--- src/rtl/mnist_dlayer2_result_collector_pkg.sv ---
// Shared constants, collector state encoding and the fp32 total-order key
// used by the layer-2 result collector.
package mnist_pkg;

    localparam int NUM_CLASSES = 10;
    localparam int DATA_W      = 32;
    localparam int IDX_W       = 4;

    typedef enum logic {
        COLLECT = 1'b0,
        DONE    = 1'b1
    } collect_state_e;

    // Maps an fp32 bit pattern to an unsigned key whose natural order is the
    // float order, with +0 above -0 and NaNs placed beyond the infinities.
    function automatic logic [DATA_W-1:0] fp32_order_key(input logic [DATA_W-1:0] x);
        return x[DATA_W-1] ? ~x : (x | {1'b1, {(DATA_W-1){1'b0}}});
    endfunction

endpackage

--- src/rtl/mnist_dlayer2_result_collector_if.sv ---
// Score stream in, argmax result out, between the layer-2 node unit and the
// result consumer.
interface mnist_dlayer2_result_collector_if;

    logic [mnist_pkg::DATA_W-1:0] c_in;
    logic                         c_valid;
    logic                         c_ready;
    logic                         result_valid;
    logic                         result_ready;
    logic [mnist_pkg::IDX_W-1:0]  class_idx;
    logic [mnist_pkg::DATA_W-1:0] class_score;
    logic [mnist_pkg::IDX_W-1:0]  frame_cnt;

    modport master (
        output c_in, c_valid, result_ready,
        input  c_ready, result_valid, class_idx, class_score, frame_cnt
    );

    modport slave (
        input  c_in, c_valid, result_ready,
        output c_ready, result_valid, class_idx, class_score, frame_cnt
    );

endinterface

--- src/rtl/mnist_dlayer2_result_collector_cmp.sv ---
// Combinational fp32 "strictly greater" under the collector's total order.
module mnist_fp32_cmp_gt
    import mnist_pkg::*;
(
    input  logic [DATA_W-1:0] a,
    input  logic [DATA_W-1:0] b,
    output logic              gt
);

    assign gt = fp32_order_key(a) > fp32_order_key(b);

endmodule

--- src/rtl/mnist_dlayer2_result_collector.sv ---
// Collects one fp32 score per class and presents the argmax class and score.
// Optional score readback buffer enabled by MNIST_SCORE_READBACK_EN.
module mnist_dlayer2_result_collector
    import mnist_pkg::*;
(
    input  logic clk,
    input  logic rst_n,
    input  logic flush,
    mnist_dlayer2_result_collector_if.slave bus
`ifdef MNIST_SCORE_READBACK_EN
    ,
    input  logic [IDX_W-1:0]  rd_idx,
    output logic [DATA_W-1:0] rd_data
`endif
);

    collect_state_e    state_q, state_d;
    logic [IDX_W-1:0]  cnt_q, cnt_d;
    logic [IDX_W-1:0]  idx_q, idx_d;
    logic [DATA_W-1:0] score_q, score_d;
    logic              rvalid_q, rvalid_d;
    logic              accept;
    logic              new_gt;

    mnist_fp32_cmp_gt u_cmp (
        .a  (bus.c_in),
        .b  (score_q),
        .gt (new_gt)
    );

    assign accept = bus.c_valid && (state_q == COLLECT) && !flush;

    always_comb begin
        state_d  = state_q;
        cnt_d    = cnt_q;
        idx_d    = idx_q;
        score_d  = score_q;
        rvalid_d = rvalid_q;
        if (flush) begin
            state_d  = COLLECT;
            cnt_d    = '0;
            idx_d    = '0;
            score_d  = '0;
            rvalid_d = 1'b0;
        end else begin
            case (state_q)
                COLLECT: begin
                    if (accept) begin
                        // Strict compare keeps the earliest class on ties.
                        if ((cnt_q == '0) || new_gt) begin
                            idx_d   = cnt_q;
                            score_d = bus.c_in;
                        end
                        cnt_d = cnt_q + IDX_W'(1);
                        if (cnt_q == IDX_W'(NUM_CLASSES - 1)) begin
                            state_d  = DONE;
                            rvalid_d = 1'b1;
                        end
                    end
                end
                DONE: begin
                    if (bus.result_ready) begin
                        state_d  = COLLECT;
                        cnt_d    = '0;
                        idx_d    = '0;
                        score_d  = '0;
                        rvalid_d = 1'b0;
                    end
                end
                default: begin
                    state_d  = COLLECT;
                    rvalid_d = 1'b0;
                end
            endcase
        end
    end

    always_ff @(posedge clk or negedge rst_n) begin
        if (!rst_n) begin
            state_q  <= COLLECT;
            cnt_q    <= '0;
            idx_q    <= '0;
            score_q  <= '0;
            rvalid_q <= 1'b0;
        end else begin
            state_q  <= state_d;
            cnt_q    <= cnt_d;
            idx_q    <= idx_d;
            score_q  <= score_d;
            rvalid_q <= rvalid_d;
        end
    end

    assign bus.c_ready      = (state_q == COLLECT);
    assign bus.result_valid = rvalid_q;
    assign bus.class_idx    = idx_q;
    assign bus.class_score  = score_q;
    assign bus.frame_cnt    = cnt_q;

`ifdef MNIST_SCORE_READBACK_EN
    // Buffer survives flush; only reset or a new accepted beat changes it.
    logic [DATA_W-1:0] buf_q [NUM_CLASSES];

    always_ff @(posedge clk or negedge rst_n) begin
        if (!rst_n) begin
            for (int i = 0; i < NUM_CLASSES; i++) buf_q[i] <= '0;
        end else if (accept) begin
            buf_q[cnt_q] <= bus.c_in;
        end
    end

    assign rd_data = (rd_idx < IDX_W'(NUM_CLASSES)) ? buf_q[rd_idx] : '0;
`endif

endmodule

--- src/flat_wrapper.sv ---
// flat-port wrapper written by rule: the top's interface ports become plain ports
module mnist_dlayer2_result_collector_flat import mnist_pkg::*;
  (clk, rst_n, flush, bus_c_in, bus_c_valid, bus_result_ready, bus_c_ready, bus_result_valid, bus_class_idx, bus_class_score, bus_frame_cnt);
  mnist_dlayer2_result_collector_if bus_i ();
  input  logic clk;
  input  logic rst_n;
  input  logic flush;
  input wire logic [$bits(bus_i.c_in)-1:0] bus_c_in;
  input wire logic [$bits(bus_i.c_valid)-1:0] bus_c_valid;
  input wire logic [$bits(bus_i.result_ready)-1:0] bus_result_ready;
  output wire logic [$bits(bus_i.c_ready)-1:0] bus_c_ready;
  output wire logic [$bits(bus_i.result_valid)-1:0] bus_result_valid;
  output wire logic [$bits(bus_i.class_idx)-1:0] bus_class_idx;
  output wire logic [$bits(bus_i.class_score)-1:0] bus_class_score;
  output wire logic [$bits(bus_i.frame_cnt)-1:0] bus_frame_cnt;
  assign bus_i.c_in = bus_c_in;
  assign bus_i.c_valid = bus_c_valid;
  assign bus_i.result_ready = bus_result_ready;
  assign bus_c_ready = bus_i.c_ready;
  assign bus_result_valid = bus_i.result_valid;
  assign bus_class_idx = bus_i.class_idx;
  assign bus_class_score = bus_i.class_score;
  assign bus_frame_cnt = bus_i.frame_cnt;
  mnist_dlayer2_result_collector u_core (.clk(clk), .rst_n(rst_n), .flush(flush), .bus(bus_i));
endmodule
--- config.mk ---
export PLATFORM = sky130hd
export DESIGN_NAME = mnist_dlayer2_result_collector_flat
export DESIGN_NICKNAME = d
export VERILOG_FILES = /design/src/rtl/mnist_dlayer2_result_collector_pkg.sv /design/src/rtl/mnist_dlayer2_result_collector_if.sv /design/src/rtl/mnist_dlayer2_result_collector_cmp.sv /design/src/rtl/mnist_dlayer2_result_collector.sv /design/src/flat_wrapper.sv
export SDC_FILE = /design/constraint.sdc
export NUM_CORES = 1
export LEC_CHECK = 0
export BUFFER_PORTS_ARGS = -buffer_cell sky130_fd_sc_hd__clkbuf_2
export CORE_ASPECT_RATIO = 1.25
export CORE_UTILIZATION = 25
export CTS_BUF_LIST = sky130_fd_sc_hd__clkbuf_16
export DETAILED_ROUTE_END_ITERATION = 10
export GPL_TIMING_DRIVEN = 0
export SLEW_MARGIN = 20
export SYNTH_ARGS = -nofsm -noshare
export SYNTH_HDL_FRONTEND = slang
export SYNTH_HIERARCHICAL = 1
export SYNTH_SLANG_ARGS = --single-unit
--- constraint.sdc ---
create_clock -name clk -period 7.1 [get_ports clk]
set_input_delay 0.355 -clock clk [delete_from_list [all_inputs] [get_ports clk]]
set_output_delay 0.355 -clock clk [all_outputs]
set_load 0.005 [all_outputs]
==> metrics.log, run 1 <==
[metrics] outcome: complete, no violations
[metrics] slowest stage delay, CP: 420 ps
[metrics] number of global-route vias before repair: 2658
[metrics] Port Buffer Count: 78
[metrics] die boundary height: 130 um
[metrics] final worst hold slack: 113 ps
[metrics] Gate Count Post-Synth: 339
[metrics] number of violations of the max-capacitance limit: 0
[metrics] number of synthesized register bits: 42
[metrics] total of endpoints with negative setup slack in the final report: 0
[metrics] Leak: 2.10 nW
[metrics] Worst Path Buf+Inv: 5
[metrics] total power density per cell area: 209 nW/um^2
[metrics] GRT Util Overall: 12.5%
[metrics] clk_lat worst skew: 290 ps
[metrics] sum of negative setup slack: 0 ps
[metrics] layout net count: 496
[metrics] proportion of synthesized chip area in sequential cells: 32.0%
[metrics] maximum number of pins on one net before global-route repair: 43
[metrics] post-synthesis cell type with the largest combined area: dfrtp_1
[metrics] total die area: 13600 um^2
[metrics] post-synthesis net count: 411
[metrics] area share of the leading cell type in the synthesized netlist: 32.0%
[metrics] clock root buffer master: clkbuf_16
[metrics] routability congestion estimate from global placement: 0.846
[metrics] part of the total power dissipated in combinational logic: 38.5%
[metrics] Syn. warnings: 6
[metrics] Clock Tree Buf Depth: 2
[metrics] internal cell power: 0.550 mW
[metrics] net load switching power: 0.293 mW
[metrics] standard cell core area: 12800 um^2
[metrics] sort of element at the start of the critical path: flip-flop
[metrics] initial core utilization: 25.7%
[metrics] cell at the slowest stage of the critical path: dfrtp_1
[metrics] cts-stage hold buffer count: 0
[metrics] crit path capture type: flip-flop
[metrics] GR Overflow Total: 0
[metrics] iteration-0 DRC count of the detailed router: 45
[metrics] cells taking the most area after synthesis: dfrtp_1 32%, ha_1 13%, mux2i_1 11%
[metrics] headroom to the max-slew limit: 57.6%
[metrics] global-route wire length before repair: 13300 um
[metrics] utilization after layout: 31.5%
[metrics] minimum setup slack in the final design: 3610 ps
[metrics] routed wire length: 8170 um
[metrics] synthesis-to-layout area growth: 22.6%
[metrics] number of placement rows: 46
[metrics] Worst Skew: 4.41 ps
[metrics] setup repair after global routing missed its margin: false
[metrics] layout cell share with drive strength beyond 1: 24.5%
[metrics] setup slack after placement: 3470 ps
[metrics] n_diodes: 0
[metrics] fraction of power consumed by the clock network: 26.9%
[metrics] die boundary width: 105 um
[metrics] average instance area after synthesis: 9.68 um^2
[metrics] Fmax: 287 MHz
[metrics] worst-path fanout max: 10
[metrics] critical path class: reg2reg
[metrics] signal arrival time at the worst endpoint: 3690 ps
[metrics] total iterations of the first detailed-routing run: 4
[metrics] TritonCTS Buffers: 5
[metrics] clock period minus worst slack: 3490 ps
[metrics] kind of path behind the tightest hold check: in2async
[metrics] detail-routed via count per cell: 4.38
[metrics] TritonCTS clock tree: built
[metrics] Cell Count, Final, Fillers Out: 593
[metrics] cell breakdown of the critical path: clkbuf_1, buf_2, xnor2_1, ha_1, nand4_1, nor3_1, and4_4, o31ai_1, a31oi_1, inv_1, a32oi_1, buf_6, buf_12, mux2i_1
[metrics] average wire length per cell after detail routing: 13.8 um
[metrics] Flop pwr share: 34.6%
[metrics] post-detailed-placement half-perimeter wirelength: 6340 um
[metrics] data required time at the worst endpoint: 7310 ps
[metrics] DRC viols: 0
[metrics] synth unique cells: 41
[metrics] final hold violation count: 0
[metrics] share of the clock period used by the worst path after layout: 49.1%
[metrics] maximum ir drop on the vdd rail: 0.0000746 V
[metrics] post-CTS clock slew at the launch and capture registers of the worst setup and hold paths: 60 ps
[metrics] switching power as a share of total power: 34.8%
[metrics] total of cells resized after clock tree synthesis: 0
[metrics] Detail Route Antenna Nets: 0
[metrics] Post-Layout Inst Area: 4020 um^2
[metrics] Largest delay share family, worst path: buffers and inverters
[metrics] cell count after placement: 585
[metrics] clock sink count: 42
[metrics] vias post-DR: 2596
[metrics] number of top-level design ports: 79
[metrics] cell area after synthesis: 3280 um^2
[metrics] initial antenna violation count: 0
[metrics] total placed instance area: 3890 um^2
[metrics] number of pins exceeding their max-slew limit in the final report: 0
[metrics] number of post-CTS setup repair buffers: 0
[metrics] number of H-tree levels: 2
[metrics] slew at the pin closest to its max-slew limit: 636 ps
[metrics] overall power: 0.843 mW
==> cell type report <==
class | count | area [um^2]
plain buffers | 16 | 156
clock buffers | 5 | 125
clock inverters | 3 | 12.5
fillers | 1349 | 8750
inverters | 41 | 154
multi-input cells | 240 | 1920
flip-flops and latches | 42 | 1050
well taps | 168 | 210
repair buffers | 78 | 393
==> registers in the layout, indices dropped and copies added (netlist names) <==
signal                   flops
u_core/bus.class_idx         4
u_core/bus.result_valid      1
u_core/state_q               1
u_core/bus.frame_cnt         4
u_core/bus.class_score      32
==> power by group through the flow <==
stage | registers, mW | logic, mW | clock network, mW
6_report | 0.292 | 0.325 | 0.226
5_1_grt | 0.297 | 0.369 | 0.247
4_1_cts | 0.292 | 0.330 | 0.236
3_5_place_dp | 0.297 | 0.327 | 0
3_3_place_gp | 0.296 | 0.320 | 0
2_1_floorplan | 0.294 | 0.228 | 0
==> kinds of logic after synthesis <==
| logic type | after synthesis | synth area share [%] |
|---|---|---|
| and+or+nand+nor | 77 | 11.6 |
| AOI/OAI and AO/OA | 29 | 5.79 |
| buffers and inverters | 57 | 9.45 |
| DFF | 42 | 32.0 |
| xor gates and xnor gates | 63 | 16.8 |
| adders and majority gates | 35 | 13.3 |
| muxes | 36 | 11.0 |
==> routing by layer <==
metal,global-route usage [%],vias up,routed length [um]
met5,0,-,0
met4,4.03,0,108
met3,2.75,8,377
met1,14.4,1254,3470
met2,23.1,47,4210
li1,-,1287,-
==> final timing paths <==
check	start	end	slack (ps)	cells after the start
worst max-delay path	u_core/bus.class_score[31]	u_core/bus.class_score[20]	3610	14
worst min-delay path	rst_n	u_core/bus.class_score[17]	110	1
worst max register to register	u_core/bus.class_score[31]	u_core/bus.class_score[20]	3610	14
worst min register to register	u_core/bus.result_valid	u_core/bus.result_valid	490	1
max in group asynchronous	rst_n	u_core/bus.class_idx[0]	6560	1
min in group clk	bus_c_in[17]	u_core/bus.class_score[17]	310	3
==> cell usage after synthesis (all sizes together) <==
cell         instances
nor2b                1
ha                  35
nand3b               1
buf                 11
and2                 2
a221o                2
mux2i               36
or4                  1
or3b                 2
o31ai                1
a21boi               1
clkbuf               4
a221oi               1
xnor2               31
a32oi                1
xor2                32
nor4                 1
a21oi               12
dlygate4sd1          1
nand4                6
o21ai                3
and3                 2
nor3                 2
o211ai               1
and4                 1
nor2                 4
nand3               10
dfrtp               42
o21a                 2
a21o                 4
nand2               43
a31oi                1
inv                 41
nand2b               1
==> layout by cell type (no fill, tap or decap), types with 2 or more instances in the layout <==
cell,n
a21o_1,4
a21oi_1,12
a221o_1,2
buf_12,3
buf_2,6
buf_6,2
clkbuf_1,2
clkbuf_16,5
clkbuf_2,77
clkbuf_8,2
dfrtp_1,42
ha_1,35
inv_1,42
mux2i_1,36
nand2_1,43
nand3_1,10
nand4_1,4
nand4_2,2
nor2_1,4
nor3_1,2
o21a_1,2
o21ai_0,3
xnor2_1,31
xor2_1,32
==> worst reg2reg max path, cell delays in order, from the launching register on <==
cell      delay [ps]
dfrtp_1          420
clkbuf_1         220
buf_2            330
xnor2_1          120
ha_1             320
nand4_1          160
nor3_1           390
and4_4           300
o31ai_1           80
a31oi_1          170
inv_1             80
a32oi_1          220
buf_6            220
buf_12           170
mux2i_1          210
Power figures use the tool's default switching activity.
==> inputs of run 2 (changes only) <==
ABC_AREA = 1   (was unset)
clock period = 3.41 ns   (was 7.1 ns; I/O delays follow)
==> run 2 against run 1 <==
  * Combinational power increased to 3.1 times the previous value
  * Hold slack improved by 15 ps
  * Sequential share of layout area increased by 0.54 points
  * Core utilization increased by 0.78 points
  * Sequential power increased by 140%
  * Wire length decreased by 0.16%
  * Register-to-register slack got worse by 3000 ps
  * Die area decreased by 4.3%
  * Clock skew increased by 7.1 ps
  * Worst setup slack got worse by 3000 ps
  * Synthesized cell count increased by 12%
  * Non-clock buffer count increased by 3
==> metrics.log, run 2 <==
[metrics] global-route wire length before repair: 13500 um
[metrics] fraction of power consumed by the clock network: 27.0%
[metrics] Layout fillers: 1303
[metrics] routed wire length: 8150 um
[metrics] clock period minus worst slack: 2780 ps
[metrics] synthesis-to-layout area growth: 25.5%
[metrics] Port Buffer Count: 78
[metrics] number of H-tree levels: 2
[metrics] area share of the leading cell type in the synthesized netlist: 33.5%
[metrics] total of cells resized after clock tree synthesis: 0
[metrics] n_diodes: 0
[metrics] most used standard cell by instance count after synthesis: nand2_1
[metrics] sum of negative setup slack: 0 ps
[metrics] FF-to-FF path depth: 14
[metrics] initial core utilization: 25.7%
[metrics] TritonCTS Buffers: 5
[metrics] Post-synth top flop: dfrtp_1
[metrics] layout net count: 539
[metrics] met2 WL post-DR: 4130 um
[metrics] number of flops mapped to enable cells by yosys: 0
[metrics] M1 wire length: 3510 um
[metrics] combined area of the multi-input logic cells: 1920 um^2
[metrics] launch instance of the worst register-to-register path: u_core/bus.class_score[31]
[metrics] cell area after synthesis: 3140 um^2
[metrics] outcome: complete, no violations
[metrics] setup repair after global routing missed its margin: false
[metrics] Reg area: 1050 um^2
[metrics] number of placement rows: 45
[metrics] average instance area after synthesis: 8.24 um^2
[metrics] number of violations of the max-capacitance limit: 0
[metrics] iteration-0 DRC count of the detailed router: 70
[metrics] die boundary width: 102 um
[metrics] net load switching power: 0.877 mW
[metrics] post-detailed-placement half-perimeter wirelength: 6320 um
[metrics] share of flip-flops with an asynchronous set or reset: 100%
[metrics] TritonCTS clock tree: built
[metrics] critical path class: reg2reg
[metrics] total iterations of the first detailed-routing run: 4
[metrics] number of global-route vias before repair: 2825
[metrics] initial antenna violation count: 0
[metrics] endpoint of the most critical register-to-register path: u_core/bus.class_score[6]
[metrics] worst-path fanout max: 10
[metrics] GRT Util Overall: 13.2%
[metrics] maximum number of pins on one net before global-route repair: 43
[metrics] share of the clock period used by the worst path after layout: 81.6%
[metrics] max layer used: met4
[metrics] die boundary height: 127 um
[metrics] Clock Tree Buf Depth: 2
[metrics] slew at the pin closest to its max-slew limit: 616 ps
[metrics] Worst Skew: 11.5 ps
[metrics] vias post-DR: 2744
[metrics] total of endpoints with negative setup slack in the final report: 0
[metrics] standard cell core area: 12200 um^2
[metrics] clock root buffer master: clkbuf_16
[metrics] number of top-level design ports: 79
[metrics] Fmax: 359 MHz
[metrics] average wire length per cell after detail routing: 12.9 um
[metrics] kind of path behind the tightest hold check: in2reg
[metrics] total power density per cell area: 598 nW/um^2
[metrics] internal cell power: 1.48 mW
[metrics] routability congestion estimate from global placement: 0.825
[metrics] final hold violation count: 0
[metrics] Leak: 1.92 nW
[metrics] most common library cells after synthesis: 107 x nand2_1, 42 x dfrtp_1, 37 x o21ai_1, 35 x ha_1
[metrics] data required time at the worst endpoint: 3580 ps
[metrics] worst-case hold path end point: u_core/bus.class_score[31]
[metrics] cells taking the most area after synthesis: dfrtp_1 33%, ha_1 14%, nand2_1 13%
[metrics] most used cells in the layout excluding fill and tap cells: 107 x nand2_1, 77 x clkbuf_2, 42 x dfrtp_1
[metrics] signal arrival time at the worst endpoint: 2950 ps
[metrics] Met3 Routed Length: 402 um
[metrics] slack of the worst reg-to-reg path: 630 ps
[metrics] Syn. warnings: 6
[metrics] detail-routed via count per cell: 4.34
[metrics] Detail Route Antenna Nets: 0
[metrics] most common library cell in the layout ignoring fill and taps: nand2_1
[metrics] clock sink count: 42
[metrics] DRC viols: 0
[metrics] layout cell share with drive strength beyond 1: 25.4%
[metrics] number of pins exceeding their max-slew limit in the final report: 0
[metrics] utilization after layout: 32.3%
[metrics] maximum ir drop on the vdd rail: 0.000236 V
[metrics] number of post-CTS setup repair buffers: 0
[metrics] number of synthesized register bits: 42
[metrics] sort of element at the start of the critical path: flip-flop
[metrics] post-synthesis cell type with the largest combined area: dfrtp_1
[metrics] crit path capture type: flip-flop
[metrics] max reg flops: 32
[metrics] proportion of synthesized chip area in sequential cells: 33.5%
[metrics] GR Overflow Total: 0
[metrics] switching power as a share of total power: 37.2%
[metrics] part of the total power dissipated in combinational logic: 43.4%
[metrics] post-synthesis net count: 453
[metrics] total die area: 13000 um^2
[metrics] startpoint of the lowest-slack hold path: bus_c_in[31]
[metrics] post-CTS clock slew at the launch and capture registers of the worst setup and hold paths: 70 ps
[metrics] Worst Hold Depth: 3
[metrics] Flop pwr share: 29.5%
[metrics] clk_lat worst skew: 290 ps
[metrics] headroom to the max-slew limit: 58.9%
[metrics] Gate Count Post-Synth: 381
[metrics] synth unique cells: 26
## run 2: worst max path at each step
| stage | start | end | slack (ps) |
|---|---|---|---|
| 2_1_floorplan | u_core/bus.class_score[31] | u_core/bus.class_idx[0] | 1060 |
| 3_3_place_gp | u_core/bus.class_score[31] | u_core/bus.class_score[5] | 610 |
| 3_5_place_dp | u_core/bus.class_score[31] | u_core/bus.class_score[17] | 600 |
| 4_1_cts | u_core/bus.class_score[31] | u_core/bus.class_score[17] | 570 |
| 5_1_grt | u_core/bus.class_score[31] | u_core/bus.class_score[16] | 360 |
| 6_report | u_core/bus.class_score[31] | u_core/bus.class_score[6] | 630 |
## run 2: repair_timing
| action | CTS | global route |
|---|---|---|
| endpoints found under the setup margin | 0 | 0 |
| hold buffers | 1 | 0 |
| hold endpoints to repair | 42 | 0 |
## run 2: cells by family after synthesis
logic type | share of synthesized area, %
AO/OA/AOI/OAI | 9.88
flip-flops | 33.5
AND/OR/NAND/NOR | 19.9
XOR/XNOR | 17.3
buffers and inverters | 5.54
adder cells (fa/ha/maj) | 13.9
## run 2: per-layer routing
metal | vias up | GRT usage, %
li1 | 1404 | -
met1 | 1260 | 15.6
met2 | 72 | 23.5
met3 | 8 | 3.17
met4 | 0 | 3.78
met5 | - | 0
## run 2: area by class of cell
type | instances | area share [%]
sequential | 42 | 26.7
clock inverter | 3 | 1.75
inverter | 16 | 1.52
clock buffer | 5 | 3.17
buffer | 18 | 2.89
tap | 164 | 5.20
timing repair buffer | 79 | 10.2
multi-input combinational | 305 | 48.6
## run 2: worst max-delay path, stage by stage (launching register included)
cell and delay [ps]:
dfrtp_1 390, clkbuf_1 230, buf_4 260, xnor2_1 100, ha_1 310, nand4_1 130, nor3_1 210, nand2_2 100
nor3b_2 180, a21oi_2 60, nor2_1 100, nand2_1 80, nand2_4 130, buf_2 270, o21ai_1 90
## run 2: power by group through the flow
stage	Clock, mW	Sequential [mW]	Combinational, mW
after floorplan	0	0.698	0.711
after global placement	0	0.703	1.01
after detailed placement	0	0.706	1.04
after CTS	0.653	0.696	1.05
after global routing	0.679	0.712	1.18
final	0.637	0.696	1.02
## run 2: metrics by stage
step | hold WS, ps | area (um^2) | total power, mW | cells | worst slack (ps)
finish | 128 | 3940 | 2.36 | 632 | 627
global route | 134 | 3940 | 2.57 | 632 | 356
CTS | 128 | 3940 | 2.40 | 632 | 571
detailed placement | 258 | 3740 | 1.75 | 623 | 597
global placement | 433 | 3740 | 1.72 | 623 | 608
floorplan | -125 | 3140 | 1.41 | 381 | 1060
==> inputs of run 3 (changes only) <==
clock period = 2.4 ns   (was 3.41 ns; I/O delays follow)
==> run 3 against run 2 <==
  * The run now ends with negative setup slack left
  * Critical path depth increased by 1
  * Cell count increased by 1.3%
  * Design area is 5.7% higher
  * Count of clock-buffer cells in the layout stayed put
  * Core utilization rose by 1.8 points
  * Hold slack worse by 54 ps
  * Clock power is 43% higher
  * Largest power group unchanged
  * Wire length rose by 4.2%
  * Non-clock buffer count rose by 7
  * Sequential power is 43% higher
==> metrics.log, run 3 (same netlist as run 2, synthesis figures left out) <==
[metrics] average wire length per cell after detail routing: 13.3 um
[metrics] headroom to the max-slew limit: 59.0%
[metrics] final hold violation count: 0
[metrics] initial antenna violation count: 0
[metrics] post-detailed-placement half-perimeter wirelength: 6320 um
[metrics] part of the total power dissipated in combinational logic: 47.1%
[metrics] maximum number of pins on one net before global-route repair: 43
[metrics] cell with the most instances on the worst path: nand2_2
[metrics] utilization after layout: 34.1%
[metrics] kind of path behind the tightest hold check: in2reg
[metrics] endpoint of the worst setup timing path: u_core/bus.class_score[24]
[metrics] crit path capture type: flip-flop
[metrics] synthesis-to-layout area growth: 32.7%
[metrics] vias post-DR: 2793
[metrics] layout net count: 547
[metrics] initial core utilization: 25.7%
[metrics] minimum setup slack in the final design: -142 ps
[metrics] Reg area: 1050 um^2
[metrics] TritonCTS clock tree: built
[metrics] number of global-route vias before repair: 2868
[metrics] Largest delay share family, worst path: simple AND/OR/NAND/NOR gates
[metrics] Cell Count, Final, Fillers Out: 640
[metrics] Worst Skew: 12.2 ps
[metrics] final worst hold slack: 73.5 ps
[metrics] detail-routed via count per cell: 4.36
[metrics] standard cell core area: 12200 um^2
[metrics] post-CTS clock slew at the launch and capture registers of the worst setup and hold paths: 70 ps
[metrics] slew at the pin closest to its max-slew limit: 615 ps
[metrics] total die area: 13000 um^2
[metrics] clock sink count: 42
[metrics] worst-path fanout max: 10
[metrics] n_diodes: 0
[metrics] total power density per cell area: 863 nW/um^2
[metrics] slack of the worst reg-to-reg path: -140 ps
[metrics] iteration-0 DRC count of the detailed router: 62
[metrics] number of placement rows: 45
[metrics] switching power as a share of total power: 37.4%
[metrics] total placed instance area: 3740 um^2
[metrics] Port Buffer Count: 78
[metrics] number of H-tree levels: 2
[metrics] net load switching power: 1.34 mW
[metrics] die boundary height: 127 um
[metrics] internal cell power: 2.25 mW
[metrics] Layout fillers: 1281
[metrics] cell at the slowest stage of the critical path: dfrtp_1
[metrics] number of top-level design ports: 79
[metrics] stages on the worst setup path: 15
[metrics] Fmax: 393 MHz
[metrics] clock period minus worst slack: 2540 ps
[metrics] global-route wire length before repair: 13800 um
[metrics] Clock Tree Buf Depth: 2
[metrics] Leak: 2.01 nW
[metrics] DRC viols: 0
[metrics] max reg flops: 32
[metrics] maximum ir drop on the vdd rail: 0.000337 V
[metrics] total iterations of the first detailed-routing run: 4
[metrics] TritonCTS Buffers: 5
[metrics] total of endpoints with negative setup slack in the final report: 36
[metrics] routability congestion estimate from global placement: 0.825
[metrics] routed wire length: 8500 um
[metrics] critical path class: reg2reg
[metrics] sort of element at the start of the critical path: flip-flop
[metrics] most common library cell in the layout ignoring fill and taps: nand2_1
[metrics] number of pins exceeding their max-slew limit in the final report: 0
[metrics] share of the clock period used by the worst path after layout: 106%
[metrics] outcome: finished with violations
[metrics] combined area of the multi-input logic cells: 1990 um^2
[metrics] fraction of power consumed by the clock network: 25.3%
[metrics] endpoint of the most critical register-to-register path: u_core/bus.class_score[24]
[metrics] number of violations of the max-capacitance limit: 0
[metrics] slowest stage delay, CP: 400 ps
[metrics] Post-Layout Inst Area: 4170 um^2
[metrics] die boundary width: 102 um
[metrics] clk_lat worst skew: 290 ps
[metrics] clock root buffer master: clkbuf_16
[metrics] FF-to-FF path depth: 15
[metrics] Flop pwr share: 27.6%
[metrics] data required time at the worst endpoint: 2620 ps
[metrics] launch instance of the worst register-to-register path: u_core/bus.class_score[31]
[metrics] Worst Path Buf+Inv: 3
[metrics] cell count after placement: 623
[metrics] CP startpoint: u_core/bus.class_score[31]
[metrics] signal arrival time at the worst endpoint: 2760 ps
[metrics] layout cell share with drive strength beyond 1: 30.5%
[metrics] cell breakdown of the critical path: buf_8, buf_12, xnor2_1, ha_1, nand4_1, nor3_2, nand2_2, nor3b_2, a21oi_2, nor2_1, nand2_2, nand2_8, buf_6, nand2_1, o21ai_1
[metrics] failing checks: negative setup slack
[metrics] GRT Util Overall: 13.6%
[metrics] most used cells in the layout excluding fill and tap cells: 96 x nand2_1, 77 x clkbuf_2, 42 x dfrtp_1
[metrics] setup repair after global routing missed its margin: true
[metrics] GR Overflow Total: 0
[metrics] Detail Route Antenna Nets: 0
[metrics] sum of negative setup slack: -4480 ps
[run 3: cell count changes in the layout (fill, tap and decap cells not counted), moves of 2 or more]
cell / change
buf_2: -3
buf_4: -2
buf_6: +8
buf_8: +3
nand2_1: -11
nand2_2: +11
nor2_1: -2
nor3_1: -2
nor3_2: +2
o21ai_0: -2
o21ai_1: +2
[run 3: final cells by class]
type	count	share of cell area [%]
Buffer	18	4.47
Clock buffer	5	3.00
Clock inverter	3	1.65
Inverter	16	1.44
Multi-Input combinational cell	306	47.9
Sequential cell	42	25.2
Tap cell	164	4.92
Timing Repair Buffer	86	11.4
[run 3: metal layers]
layer	track usage [%]	vias up	share of wire (%)
li1	-	1428	-
met5	0	-	0
met3	3.17	10	5.2
met1	16.0	1287	43
met2	24.4	68	50
met4	3.78	0	1.6
[run 3: stage by stage]
step	setup WS [ps]	total power, mW
after detailed placement	-413	2.48
after CTS	-149	3.54
final	-142	3.60
after global placement	-402	2.44
after floorplan	51.6	2.00
after global routing	-323	3.91
[run 3: timing repair]
action | CTS | global route
gates resized for setup | 30 | 15
hold endpoints to repair | 42 | 0
pin swaps | 0 | 5
endpoints found under the setup margin | 36 | 36
setup buffers | 3 | 2
gates cloned | 2 | 1
hold buffers | 1 | 0
[run 3: worst min-delay path by stage]
stage / start / endpoint / slack, ps / depth (start not counted)
global route: bus_c_in[0] / u_core/bus.class_score[0] / 80 / 3
floorplan: rst_n / u_core/bus.class_idx[0] / -180 / 0
detailed placement: rst_n / u_core/bus.class_score[19] / 210 / 1
finish: bus_c_in[31] / u_core/bus.class_score[31] / 70 / 3
CTS: bus_c_in[31] / u_core/bus.class_score[31] / 70 / 3
global placement: bus_c_in[7] / u_core/bus.class_score[7] / 380 / 3
[run 3: worst min-delay path: cells and delay by family]
| kind | cells | cell delay (ps) |
|---|---|---|
| buf+inv | 1 | 90 |
| compound gates | 1 | 60 |
| simple gates | 1 | 60 |
[run 3: power groups by stage]
stage	Clock, mW	Sequential (mW)	Combinational [mW]
floorplan	0	0.992	1.01
global placement	0	0.998	1.44
detailed placement	0	1.00	1.48
CTS	0.928	0.988	1.63
global route	0.965	1.02	1.92
finish	0.910	0.993	1.70
